[src/rtl/pc_pkg.sv]
// Shared definitions for the PC fetch sequencer: FSM states and PC constants.
package pc_pkg;

    typedef enum logic [1:0] {
        ST_HOLD     = 2'd0,
        ST_RUN      = 2'd1,
        ST_WAIT_MEM = 2'd2,
        ST_REDIRECT = 2'd3
    } pc_state_e;

    localparam int unsigned PC_INCR          = 4;
    localparam logic [31:0] DEFAULT_RESET_PC = 32'h0000_0000;

endpackage

[src/rtl/pc_next_mux.sv]
// Combinational next-PC selection: redirect target, sequential PC+4 or hold.
module pc_next_mux
    import pc_pkg::*;
#(
    parameter int unsigned PC_WIDTH = 32
) (
    input  pc_state_e             i_state,
    input  logic                  i_stall,
    input  logic                  i_imem_ready,
    input  logic                  i_branch_taken,
    input  logic [PC_WIDTH-1:0]   i_branch_target,
    input  logic                  i_jump,
    input  logic [PC_WIDTH-1:0]   i_jump_target,
    input  logic [PC_WIDTH-1:0]   i_pc,
    output logic [PC_WIDTH-1:0]   o_pc_plus4,
    output logic [PC_WIDTH-1:0]   o_next_pc,
    output logic                  o_take_redirect,
    output logic                  o_misaligned
);

    logic                w_redirect_ok;
    logic [PC_WIDTH-1:0] w_target;

    assign o_pc_plus4 = i_pc + PC_WIDTH'(PC_INCR);

    // Redirects are only meaningful once the pipeline holds instructions, and jump beats branch.
    always_comb begin
        w_redirect_ok   = (i_state != ST_HOLD);
        w_target        = i_jump ? i_jump_target : i_branch_target;
        o_take_redirect = w_redirect_ok & (i_jump | i_branch_taken);
        o_misaligned    = o_take_redirect & (|w_target[1:0]);
        o_next_pc       = i_pc;
        if (o_take_redirect) begin
            o_next_pc = {w_target[PC_WIDTH-1:2], 2'b00};
        end else if (i_state == ST_RUN && i_imem_ready && !i_stall) begin
            o_next_pc = o_pc_plus4;
        end
    end

endmodule

[src/rtl/pc_fetch_sequencer.sv]
// Program counter owner and instruction-fetch sequencer for the MIPS datapath.
module pc_fetch_sequencer
    import pc_pkg::*;
#(
    parameter int unsigned          PC_WIDTH    = 32,
    parameter logic [PC_WIDTH-1:0]  RESET_PC    = PC_WIDTH'(DEFAULT_RESET_PC),
    parameter int unsigned          HOLD_CYCLES = 2
) (
    input  logic                 Clk,
    input  logic                 Reset,
    input  logic                 Stall,
    input  logic                 BranchTaken,
    input  logic [PC_WIDTH-1:0]  BranchTarget,
    input  logic                 Jump,
    input  logic [PC_WIDTH-1:0]  JumpTarget,
    input  logic                 ImemReady,
    output logic [PC_WIDTH-1:0]  PCResult,
    output logic [PC_WIDTH-1:0]  PCAddResult,
    output logic                 FetchValid,
    output logic                 FlushIF,
    output logic                 AlignFault
);

    pc_state_e           r_state;
    pc_state_e           w_state_next;
    logic [PC_WIDTH-1:0] r_pc;
    logic [3:0]          r_hold_cnt;
    logic                r_flush;
    logic                r_align_fault;

    logic [PC_WIDTH-1:0] w_next_pc;
    logic [PC_WIDTH-1:0] w_pc_plus4;
    logic                w_take_redirect;
    logic                w_misaligned;

    pc_next_mux #(
        .PC_WIDTH (PC_WIDTH)
    ) u_next_mux (
        .i_state         (r_state),
        .i_stall         (Stall),
        .i_imem_ready    (ImemReady),
        .i_branch_taken  (BranchTaken),
        .i_branch_target (BranchTarget),
        .i_jump          (Jump),
        .i_jump_target   (JumpTarget),
        .i_pc            (r_pc),
        .o_pc_plus4      (w_pc_plus4),
        .o_next_pc       (w_next_pc),
        .o_take_redirect (w_take_redirect),
        .o_misaligned    (w_misaligned)
    );

    assign PCResult    = r_pc;
    assign PCAddResult = w_pc_plus4;
    assign FlushIF     = r_flush;
    assign AlignFault  = r_align_fault;
    assign FetchValid  = (r_state == ST_RUN) & ImemReady & ~Stall;

    // State, PC, hold counter and registered flags; reset wins over everything.
    always_ff @(posedge Clk) begin
        if (Reset) begin
            r_state       <= ST_HOLD;
            r_pc          <= RESET_PC;
            r_hold_cnt    <= '0;
            r_flush       <= 1'b0;
            r_align_fault <= 1'b0;
        end else begin
            r_state       <= w_state_next;
            r_pc          <= w_next_pc;
            r_flush       <= w_take_redirect;
            r_align_fault <= w_misaligned;
            if (r_state == ST_HOLD) begin
                r_hold_cnt <= r_hold_cnt + 4'd1;
            end
        end
    end

    // Next-state decode; redirect takes priority in every post-HOLD state.
    always_comb begin
        w_state_next = r_state;
        unique case (r_state)
            ST_HOLD: begin
                if (r_hold_cnt == 4'(HOLD_CYCLES - 1)) begin
                    w_state_next = ST_RUN;
                end
            end
            ST_RUN: begin
                if (w_take_redirect) begin
                    w_state_next = ST_REDIRECT;
                end else if (Stall) begin
                    w_state_next = ST_RUN;
                end else if (!ImemReady) begin
                    w_state_next = ST_WAIT_MEM;
                end
            end
            ST_WAIT_MEM: begin
                if (w_take_redirect) begin
                    w_state_next = ST_REDIRECT;
                end else if (ImemReady) begin
                    w_state_next = ST_RUN;
                end
            end
            ST_REDIRECT: begin
                w_state_next = w_take_redirect ? ST_REDIRECT : ST_RUN;
            end
            default: w_state_next = ST_HOLD;
        endcase
    end

endmodule

[config.mk]
export PLATFORM = sky130hd
export DESIGN_NAME = pc_fetch_sequencer
export DESIGN_NICKNAME = d
export VERILOG_FILES = /design/src/rtl/pc_pkg.sv /design/src/rtl/pc_next_mux.sv /design/src/rtl/pc_fetch_sequencer.sv
export SDC_FILE = /design/constraint.sdc
export NUM_CORES = 1
export LEC_CHECK = 0
export CAP_MARGIN = 20
export CORE_MARGIN = 1.5
export CORE_UTILIZATION = 45
export DETAILED_ROUTE_END_ITERATION = 8
export GPL_TIMING_DRIVEN = 0
export PLACE_DENSITY_LB_ADDON = 0.25
export RECOVER_POWER = 100
export SLEW_MARGIN = 20
export SYNTH_ARGS = -nofsm -noshare
export SYNTH_HDL_FRONTEND = slang
export SYNTH_HIERARCHICAL = 1
export SYNTH_SLANG_ARGS = --single-unit
export TNS_END_PERCENT = 5
[constraint.sdc]
create_clock -name Clk -period 3.35 [get_ports Clk]
set_input_delay 0.5025 -clock Clk [delete_from_list [all_inputs] [get_ports Clk]]
set_output_delay 0.5025 -clock Clk [all_outputs]
set_load 0.1 [all_outputs]
==> flow_metrics.tcl <==
set metrics [dict create \
    clockBufferDepth 2 \
    seq_area_sq_um 801 \
    antenna_found_initial 0 \
    grtUsageMet3 0.0610 \
    drt_pass1_iterations 5 \
    synth_edf_count 0 \
    cts_buffers 5 \
    multiInputGateArea_sq_um 2320 \
    power.share.clock 0.090 \
    fin_ws_ps -7.92 \
    cts_tree "built" \
    synthTopCellsByCount "nor2b_1, dfxtp_1, xnor2_1" \
    grt_pass1_wl_um 16900 \
    chipHeight_um 86.7 \
    relSlewSlack 0.205 \
    setup_violations 1 \
    yosysSeqAreaShare 0.254 \
    vias 3747 \
    place_inst 635 \
    drt-total-wl_um 10700 \
    yosysTopAreaCell "dfxtp_1" \
    rsz0062_at_grt "true" \
    path_clk_slew_ps 90 \
    die_area_sq_um 7510 \
    cp-end-kind "output port" \
    dieWidth_um 86.7 \
    postCtsSetupRepairBufs 0 \
    p_int_w 0.00165 \
    vdd_ir_drop_max_mv 0.613 \
    yosysTopAreaCellShare 0.254 \
    yosysMostFrequentCell "nor2b_1" \
    criticalPathCategory "register to output port" \
    worst_slew_pin_slew_ps 1200 \
    yosys_warnings 6 \
    min_from "r_hold_cnt[3]" \
    seqPwrFrac 0.188 \
    crit_slowest_cell "nor4_4" \
    grt_use_met2 0.499 \
    clock_sinks 40 \
    p_leak_nw 1.83 \
    p_switching_w 0.00291 \
    ys_ff_latch 40 \
    tns_ps -7.92 \
    synth_area_sq_um 3150 \
    stdcell_area_sq_um 4820 \
    htreeDepth 2 \
    sw_frac_of_total 0.638 \
    cp_cell_sequence "nand3_1, nor4_4, nand2_1, xnor2_2, clkdlybuf4s15_2" \
    hold_depth 2 \
    placed_cell_area_sq_um 4760 \
    async_reset_ff_frac 0 \
    crit_path_start_kind "register" \
    core_sq_um 6790 \
    fin_cells 643 \
    layout.nets 619 \
    hold_class "register to register" \
    worst-endpoint-arrival_ps 2860 \
    clk_latency_ps 300 \
    io_pins 137 \
    crit_path_max_fanout 9 \
    worstReg2RegEnd "PCResult[26]" \
    syn_to_final_growth_pct 53.0 \
    ff2ff_path_depth 6 \
    syn-num-nets 477 \
    hold_path_end "r_hold_cnt[3]" \
    post_drt_wl_per_cell_um 16.7 \
    yosys-top-cells-area "dfxtp_1, nor2b_1, xnor2_1" \
    postCtsHoldBufs 0 \
    grt.met1_usage 0.353 \
    gp_congestion 0.898 \
    hold_viol 0 \
    overflow 0 \
    violations "setup timing" \
    required_ps 2850 \
    fillCellCount 546 \
    dp_hpwl_um 7950 \
    port_buffers 135 \
    diodes 0 \
    powerDensity_nw_per_um2 946 \
    slew_violations 0 \
    avgSynthCellArea_sq_um 7.80 \
    grt_max_degree 14 \
    ant_nets 0 \
    drive_above_1_share 0.122 \
    via_per_inst 5.83 \
    status "finished with violations" \
    remaining_drc_errors 0 \
    start_util 0.464 \
    grt_busiest_layer "met2" \
    grt_use_total 0.287 \
    hold_ws_ps 493 \
    ys.flop_type "dfxtp_1" \
    synthCells 404 \
    max_freq_mhz 298 \
    fin_crit_ps 3360 \
    finalCritPeriodShare 1.00 \
    rr_startpoint "r_state[0]" \
    crit_path_max_incr_delay_ps 670 \
    ys_types 48 \
    regToRegSetupSlack_ps 730 \
    max-cap-violations 0 \
    grt_pass1_vias 3597 \
    cts_root_buf "clkbuf_8" \
    skew_ps 7.65 \
    rows 30 \
    combPwrFrac 0.721 \
    drtIter0Drc 234 \
]
-- power groups by stage --
| stage | combinational [W] | clock, W | sequential, W |
|---|---|---|---|
| 6_report | 0.00329 | 0.000412 | 0.000858 |
| 5_1_grt | 0.00340 | 0.000435 | 0.000889 |
| 4_1_cts | 0.00337 | 0.000410 | 0.000861 |
| 3_5_place_dp | 0.00339 | 0 | 0.000871 |
| 3_3_place_gp | 0.00336 | 0 | 0.000859 |
| 2_1_floorplan | 0.00173 | 0 | 0.00175 |
-- worst max-delay path: cells and delay by family (launching register included) --
family,cells,cell delay [ps]
DFF,1,490
buffers and inverters,1,590
and+or+nand+nor,3,1230
xor gates and xnor gates,1,240
-- per-stage QoR --
step	total power, W	setup WS [ps]	utilization
after detailed placement	0.00426	-383	0.701
after global placement	0.00422	-388	0.701
after CTS	0.00464	12.8	0.719
final	0.00456	-7.92	0.709
after global routing	0.00472	-115	0.709
after floorplan	0.00348	-465	-
-- routing by layer --
layer | vias to the layer above | part of all wire | wire length (um)
li1 | 1760 | - | -
met1 | 1764 | 0.41 | 4410
met2 | 193 | 0.49 | 5240
met3 | 30 | 0.076 | 818
met4 | 0 | 0.024 | 254
met5 | - | 0 | 0
-- layout by cell type, fill, tap and decap left out, types with 14 or more instances in the layout --
cell | Yosys | layout
nand2_1 | 23 | 23
clkbuf_1 | 19 | 28
nand3_1 | 15 | 15
dlygate4sd3_1 | 0 | 44
clkdlybuf4s50_1 | 0 | 67
dfxtp_1 | 40 | 40
a211oi_1 | 27 | 27
xnor2_1 | 29 | 14
or4_1 | 13 | 14
nor2b_1 | 59 | 59
nor2_1 | 20 | 20
a31oi_1 | 17 | 17
xnor2_2 | 0 | 15
nand4_1 | 15 | 15
-- flip-flops by register name, indices dropped and copies added (netlist names) --
register,cells
PCResult,32
r_hold_cnt,4
r_state,2
AlignFault,1
FlushIF,1
-- cell families after synthesis --
family | after synthesis | synth area share
muxes | 6 | 0.0191
AOI/OAI and AO/OA | 83 | 0.180
xor gates and xnor gates | 39 | 0.108
adders and majority gates | 3 | 0.0119
buffers and inverters | 40 | 0.0568
and+or+nand+nor | 193 | 0.370
DFF | 40 | 0.254
-- layout make-up --
cell class,count,share of cell area
tap,96,0.0249
multi-input combinational,324,0.482
clock buffer,5,0.0143
inverter,5,0.00389
clock inverter,3,0.00883
timing repair buffer,135,0.269
buffer,35,0.0312
sequential,40,0.166
-- what timing repair did --
item	CTS	global route
gates resized for setup	57	23
setup endpoints to repair	21	18
hold endpoints to repair	0	0
pin swaps	1	0
-- worst max path at each step --
| stage | from | to | slack (ps) | depth (start not counted) |
|---|---|---|---|---|
| 4_1_cts | PCResult[5] | PCAddResult[21] | 10 | 7 |
| 3_3_place_gp | PCResult[5] | PCAddResult[31] | -390 | 7 |
| 5_1_grt | PCResult[5] | PCAddResult[23] | -120 | 5 |
| 3_5_place_dp | PCResult[8] | PCAddResult[31] | -380 | 8 |
| 2_1_floorplan | PCResult[2] | PCAddResult[8] | -460 | 4 |
| 6_report | PCResult[5] | PCAddResult[23] | -8 | 5 |
(Power assumes the default switching activity.)
==> edit: new RTL, config.mk and constraints unchanged <==
`PC_WIDTH` is set to 32 in 2 places; all go to 64.
--- a/src/rtl/pc_next_mux.sv
+++ b/src/rtl/pc_next_mux.sv
@@ -4,3 +4,3 @@
 #(
-    parameter int unsigned PC_WIDTH = 32
+    parameter int unsigned PC_WIDTH = 64
 ) (
--- a/src/rtl/pc_fetch_sequencer.sv
+++ b/src/rtl/pc_fetch_sequencer.sv
@@ -4,3 +4,3 @@
 #(
-    parameter int unsigned          PC_WIDTH    = 32,
+    parameter int unsigned          PC_WIDTH    = 64,
     parameter logic [PC_WIDTH-1:0]  RESET_PC    = PC_WIDTH'(DEFAULT_RESET_PC),
Ports: changed (resized BranchTarget, JumpTarget, PCAddResult and PCResult); port bits go from 137 to 265. No check against the original RTL was run, so the function may have changed too.
==> edit against the unedited design <==
- critical path depth increased by 3
- synthesized area increased by 91%
- wire length increased by 140%
- synthesized cell count increased by 98%
- total power increased by 100%
- clock power increased to 2.6 times the old value
- register-to-register slack got worse by 0.71 ns
- setup slack improved by 0.0096 ns
- final area increased by 110%
- sequential cell count increased by 32
- critical endpoint is now PCResult[60]
- largest cell class unchanged
==> edit: results (changes against the unedited design) <==
status=complete, no violations (was finished with violations); R2R depth=8 (was 6); GR Util met2=61.8% (was 49.9%); R2R setup slack=0.02 ns (was 0.73 ns); crit path DAT=3.63 ns (was 2.86 ns); share of cells above drive strength 1=22.8% (was 12.2%); Total GRT Usage=36.3% (was 28.7%); slowest stage delay, CP=0.57 ns (was 0.67 ns); Static Leakage=3.93 nW (was 1.83 nW); number of port buffers=263 (was 135); Final period util=99.9% (was 100%); FF-to-FF Start=PCResult[8] (was r_state[0]); VDD IR max=0.785 mV (was 0.613 mV); final layout net count=1219 (was 619); max reg flops=64 (was 32); slowest CP cell=clkdlybuf4s50_1 (was nor4_4); dpl hpwl=19400 um (was 7950 um); number of global-route vias before repair=7310 (was 3597); PostCTS Resize Cnt=291 (was 57); critical path class=primary input to register (was register to primary output); Power Density=923 nW/um^2 (was 946 nW/um^2); most instantiated cells after synthesis=115 x nor2b_1, 72 x dfxtp_1, 62 x xor2_1 (was 59 x nor2b_1, 40 x dfxtp_1, 29 x xnor2_1); post-CTS setup buffers=6 (was 0); critical path launch point=ImemReady (was PCResult[5]); Slew HR=19.6% (was 20.5%); grt met3 use=7.53% (was 6.10%); CP Capture Point=PCResult[60] (was PCAddResult[23]); RD Place Congestion=0.983 (was 0.898); Worst Path Max Fanout=10 (was 9)
edit: cell type report:
| class | count | area [um^2] |
|---|---|---|
| fill | 1018 | 3060 |
| inverter | 6 | 22.5 |
| tap | 176 | 220 |
| multi-input combinational | 657 | 5110 |
| timing repair buffer | 274 | 2600 |
| clock inverter | 3 | 65.1 |
| clock buffer | 13 | 250 |
| buffer | 62 | 292 |
| sequential | 72 | 1510 |
edit: tightest hold or removal path: cells and delay by family, from the launching register on:
family / cells / cell delay, ns
compound gates: 2 / 0.11
flops: 1 / 0.32
edit: stage by stage:
step	hold WS [ns]	std cells	instance area (um^2)
floorplan	0.452	801	6700
global placement	0.461	1240	9560
detailed placement	0.475	1240	9560
CTS	0.484	1260	9960
global route	0.538	1263	10100
finish	0.482	1263	10100
edit: cell families after synthesis:
logic type      after synthesis  synth area share, %
mux                          15                 2.50
buf+inv                      72                 5.42
fa+ha+maj                     3                0.625
flops                        72                 24.0
simple gates                402                 38.5
xor+xnor                     93                 13.6
compound gates              144                 15.3
